### config.mk
export PLATFORM = sky130hd
export DESIGN_NAME = seq_run_detector
export DESIGN_NICKNAME = d
export VERILOG_FILES = /design/src/rtl/seq_run_detector.sv
export SDC_FILE = /design/constraint.sdc
export NUM_CORES = 1
export LEC_CHECK = 0
export ABC_AREA = 1
export CORE_MARGIN = 4
export CORE_UTILIZATION = 40
export DETAILED_ROUTE_END_ITERATION = 8
export GPL_ROUTABILITY_DRIVEN = 0
export PLACE_DENSITY = 0.73
export SLEW_MARGIN = 25
export SYNTH_ARGS = -nofsm -noshare
export SYNTH_HDL_FRONTEND = slang
export SYNTH_SLANG_ARGS = --single-unit
### constraint.sdc
create_clock -name clk -period 1.7 [get_ports clk]
set_clock_uncertainty 0.05 [all_clocks]
set_input_delay 0.34 -clock clk [delete_from_list [all_inputs] [get_ports clk]]
set_output_delay 0.34 -clock clk [all_outputs]
set_load 0.005 [all_outputs]
### src/rtl/seq_run_detector.sv
// Detects runs of RUN_LEN consecutive bits matching a run-time polarity on serial input x.
// Optional longest-run tracking (max_run / max_clr) is enabled by defining SEQ_RUN_MAXLEN_EN.
module seq_run_detector #(
  parameter int RUN_LEN = 3,
  parameter int CNT_W   = 8
) (
  input  logic             clk,
  input  logic             reset,
  input  logic             en,
  input  logic             x,
  input  logic             pol,
`ifdef SEQ_RUN_MAXLEN_EN
  input  logic             max_clr,
  output logic [CNT_W-1:0] max_run,
`endif
  output logic             y,
  output logic             det_pulse,
  output logic [CNT_W-1:0] run_len,
  output logic [CNT_W-1:0] hit_cnt,
  output logic [1:0]       state_o
);

  typedef enum logic [1:0] {
    IDLE   = 2'b00,
    RUN    = 2'b01,
    HIT    = 2'b10,
    UNUSED = 2'b11
  } state_t;

  localparam logic [CNT_W-1:0] THRESH = CNT_W'(RUN_LEN - 1);
  localparam logic [CNT_W-1:0] MAXV   = '1;

  state_t           state;
  state_t           state_next;
  logic [CNT_W-1:0] run_len_next;
  logic             hit;
  logic             m;

  assign m = en & (x == pol);

  always_ff @(posedge clk) begin
    if (reset) begin
      state <= IDLE;
    end else begin
      state <= state_next;
    end
  end

  // run_len_next is also consumed by the longest-run tracker.
  always_comb begin
    state_next   = state;
    run_len_next = run_len;
    hit          = 1'b0;
    if (state == UNUSED) begin
      state_next   = IDLE;
      run_len_next = '0;
    end else if (en) begin
      case (state)
        IDLE: begin
          if (m) begin
            state_next   = RUN;
            run_len_next = CNT_W'(1);
          end else begin
            run_len_next = '0;
          end
        end
        RUN: begin
          if (m) begin
            run_len_next = run_len + 1'b1;
            if (run_len == THRESH) begin
              state_next = HIT;
              hit        = 1'b1;
            end
          end else begin
            state_next   = IDLE;
            run_len_next = '0;
          end
        end
        HIT: begin
          if (m) begin
            if (run_len != MAXV) run_len_next = run_len + 1'b1;
          end else begin
            state_next   = IDLE;
            run_len_next = '0;
          end
        end
        default: begin
          state_next   = IDLE;
          run_len_next = '0;
        end
      endcase
    end
  end

  always_comb begin
    y       = ~reset & m & (run_len >= THRESH);
    state_o = state;
  end

  always_ff @(posedge clk) begin
    if (reset) begin
      run_len   <= '0;
      hit_cnt   <= '0;
      det_pulse <= 1'b0;
    end else begin
      run_len   <= run_len_next;
      det_pulse <= hit;
      if (hit && (hit_cnt != MAXV)) hit_cnt <= hit_cnt + 1'b1;
    end
  end

`ifdef SEQ_RUN_MAXLEN_EN
  always_ff @(posedge clk) begin
    if (reset) begin
      max_run <= '0;
    end else if (max_clr) begin
      max_run <= '0;
    end else if (run_len_next > max_run) begin
      max_run <= run_len_next;
    end
  end
`endif

endmodule

==> flow_metrics.py <==
metrics = {
    "routing": {
        "vias": 1400,
        "firstDrtPassIters": 4,
        "wl_per_cell_um": 11.8,
        "drt_iter0_markers": 144,
        "wirelength_um": 3360,
        "vias_per_cell": 4.91,
        "drc": 0,
        "ant_nets": 0,
    },
    "logic_synthesis": {
        "synth_cells": 193,
        "synth_top_area_cell": "dfxtp_1",
        "synth_edf_count": 0,
        "synth-main-ff-cell": "dfxtp_1",
        "syn-num-nets": 207,
        "synth-simple-area-share_pct": 42.6,
        "synthMuxAreaShare_pct": 0,
        "synth_area_mm2": 0.00135,
        "synth_compound_area_share_pct": 9.01,
        "yosys-top-cells-area": "dfxtp_1 28%, nand2_1 11%, ha_1 8.4%",
        "yosys.area_share.adder_pct": 8.36,
        "yosys.area_share.xor_xnor_pct": 3.90,
        "syn_avg_cell_area_um2": 6.98,
        "synth.distinct_cells": 26,
        "yosysWarningCount": 0,
        "synth_top_cell_area_share_pct": 28.2,
        "ys_seq_area_share_pct": 28.2,
        "ys_ff_latch": 19,
        "synth_top_family_by_area": "simple AND/OR/NAND/NOR gates",
        "async_flop_share_pct": 0,
    },
    "timing": {
        "setup_viol": 0,
        "max_slew.worst_pin.slew_ns": 0.297,
        "timing.final.crit_period_ns": 1.66,
        "fmax_ghz": 0.601,
        "fin_crit_sh_pct": 97.9,
        "max_slew_margin_pct": 80.2,
        "tns_ns": 0,
        "slew_violations": 0,
        "hold_viol": 0,
        "rsz0062_at_grt": "true",
    },
    "setup_path": {
        "path_cells": "clkdlybuf4s50_1 > nand3_2 > nor3_2 > buf_2",
        "worst_ep_required_time_ns": 1.31,
        "critPathSlowestCell": "clkdlybuf4s50_1",
        "crit_arrival_ns": 1.27,
        "critPathBufInv": 2,
        "max_stage_delay_ns": 0.50,
        "critical_path_class": "in2out",
        "crit_family": "buffers and inverters",
        "end_kind": "output port",
        "cp-start-kind": "primary input",
        "worst-path-max-fanout": 2,
    },
    "die": {
        "dieArea_mm2": 0.00436,
        "num_io_pins": 25,
        "core-area_mm2": 0.00313,
        "dieWidth_um": 66.0,
        "start_util_pct": 43.1,
        "die_h_um": 66.0,
        "rows": 20,
    },
    "cells_and_area": {
        "drive_above_1_share_pct": 32.8,
        "final_common_cell": "nand2_1",
        "final_cell_mix": "38 x nand2_1, 23 x nor2_1, 21 x buf_4",
        "area_growth_pct": 41.5,
        "antennaDiodeCount": 0,
        "nNetsFinal": 256,
        "final_area_mm2": 0.00191,
    },
    "pwr": {
        "clkPwrFrac_pct": 27.0,
        "intPower_mw": 0.638,
        "p_seq_share_pct": 49.3,
        "finalPower_mw": 0.939,
        "power_switching_mw": 0.300,
        "p_leak_nw": 0.922,
        "vdd_ir_drop_max_v": 0.000395,
        "p_comb_share_pct": 23.7,
        "power.density_mw_per_mm2": 492,
        "netSwitchingFraction_pct": 32.0,
    },
    "clock_network": {
        "path_clk_slew_ns": 0.12,
        "clockBufferDepth": 2,
        "numCtsBuffers": 3,
        "clockRootBuffer": "clkbuf_4",
        "clk_latency_ns": 0.32,
        "tritoncts": "done",
        "htree_levels": 1,
        "clock_sinks": 19,
    },
    "global_route": {
        "grt_pass1_vias": 1293,
        "grt_max_degree": 12,
        "grt_use_total_pct": 16.7,
        "antenna_found_initial": 0,
        "grt_pass1_wl_um": 5750,
        "grt_overflow": 0,
    },
    "hold_path": {
        "hold_path.class": "reg2reg",
    },
    "place": {
        "postPlaceCellArea_mm2": 0.00178,
        "dp_hpwl_um": 2530,
        "io_buffers": 24,
    },
    "status": {
        "outcome": "completed",
    },
    "flow_run": {
        "max_cap_viol_count": 0,
    },
}
cell families (layout without fill, tap and decap cells):
| family | Yosys count | count (layout) |
|---|---|---|
| AO/OA/AOI/OAI | 23 | 23 |
| flip-flops | 19 | 19 |
| buffers and inverters | 26 | 74 |
| AND/OR/NAND/NOR | 110 | 110 |
| adder cells (fa/ha/maj) | 9 | 9 |
| XOR/XNOR | 6 | 6 |
sequential cells by signal, indices dropped and copies added (netlist names):
| register | count |
|---|---|
| hit_cnt | 8 |
| det_pulse | 1 |
| state_o | 2 |
| run_len | 8 |
worst paths after layout:
kind              startpoint          to  slack, ns  depth (start not counted)
setup / recovery          en           y       0.04                          4
hold / removal    hit_cnt[3]  hit_cnt[3]       0.45                          2
hold reg to reg   hit_cnt[3]  hit_cnt[3]       0.45                          2
setup reg to reg  run_len[1]  run_len[2]       0.13                         10
per-layer routing:
| layer | wire (µm) | up-vias | part of all wire (%) | global-route usage (%) |
|---|---|---|---|---|
| met5 | 0 | - | 0 | 0 |
| met4 | 54 | 0 | 1.6 | 7.11 |
| met3 | 221 | 4 | 6.6 | 2.55 |
| met2 | 1540 | 39 | 46 | 24.7 |
| met1 | 1540 | 633 | 46 | 23.8 |
| li1 | - | 724 | - | - |
cells in the mapped netlist, types with 3 or more instances:
master / n
nand2_1: 41
nand4_1: 11
nor3_1: 3
o21ai_0: 6
xor2_1: 5
dfxtp_1: 19
ha_1: 9
nand2_2: 7
nand3_1: 10
nor2_2: 3
nor2_1: 26
inv_1: 21
a21oi_1: 14
worst reg2reg max path: cells and delay by family, from the launching register on:
family	cells	cell delay, ns
AOI/OAI and AO/OA	1	0.11
adders and majority gates	1	0.16
buffers and inverters	2	0.20
DFF	1	0.40
and+or+nand+nor	6	0.61
power by group through the flow:
| stage | Sequential, mW | Clock (mW) | Combinational (mW) |
|---|---|---|---|
| after floorplan | 0.479 | 0 | 0.116 |
| after detailed placement | 0.472 | 0 | 0.214 |
| after CTS | 0.464 | 0.264 | 0.219 |
| final | 0.463 | 0.253 | 0.223 |
| after global placement | 0.472 | 0 | 0.213 |
| after global routing | 0.464 | 0.280 | 0.248 |
per-stage QoR:
step / worst slack, ns / cells / hold slack [ns] / utilization, %
6_report: 0.0359 / 285 / 0.455 / 61.0
5_1_grt: -0.0422 / 285 / 0.479 / 61.0
4_1_cts: -0.0382 / 284 / 0.471 / 58.8
3_5_place_dp: -0.548 / 280 / 0.457 / 57.0
3_3_place_gp: -0.524 / 280 / 0.454 / 57.0
2_1_floorplan: 0.243 / 193 / 0.438 / -
cell type report:
| type | count | area (µm²) |
|---|---|---|
| Fill cell | 296 | 1220 |
| Timing Repair Buffer | 46 | 417 |
| Clock buffer | 3 | 22.5 |
| Tap cell | 44 | 55.1 |
| Clock inverter | 1 | 5.00 |
| Inverter | 24 | 90.1 |
| Multi-Input combinational cell | 148 | 913 |
| Sequential cell | 19 | 404 |
what timing repair did:
| item | 4_1_cts | 5_1_grt |
|---|---|---|
| setup endpoints to repair | 11 | 26 |
| pin swaps | 3 | 8 |
| buffers inserted | 0 | 1 |
| hold buffers | 0 | 0 |
| gates resized for setup | 25 | 24 |
Power figures use the tool's default switching activity.
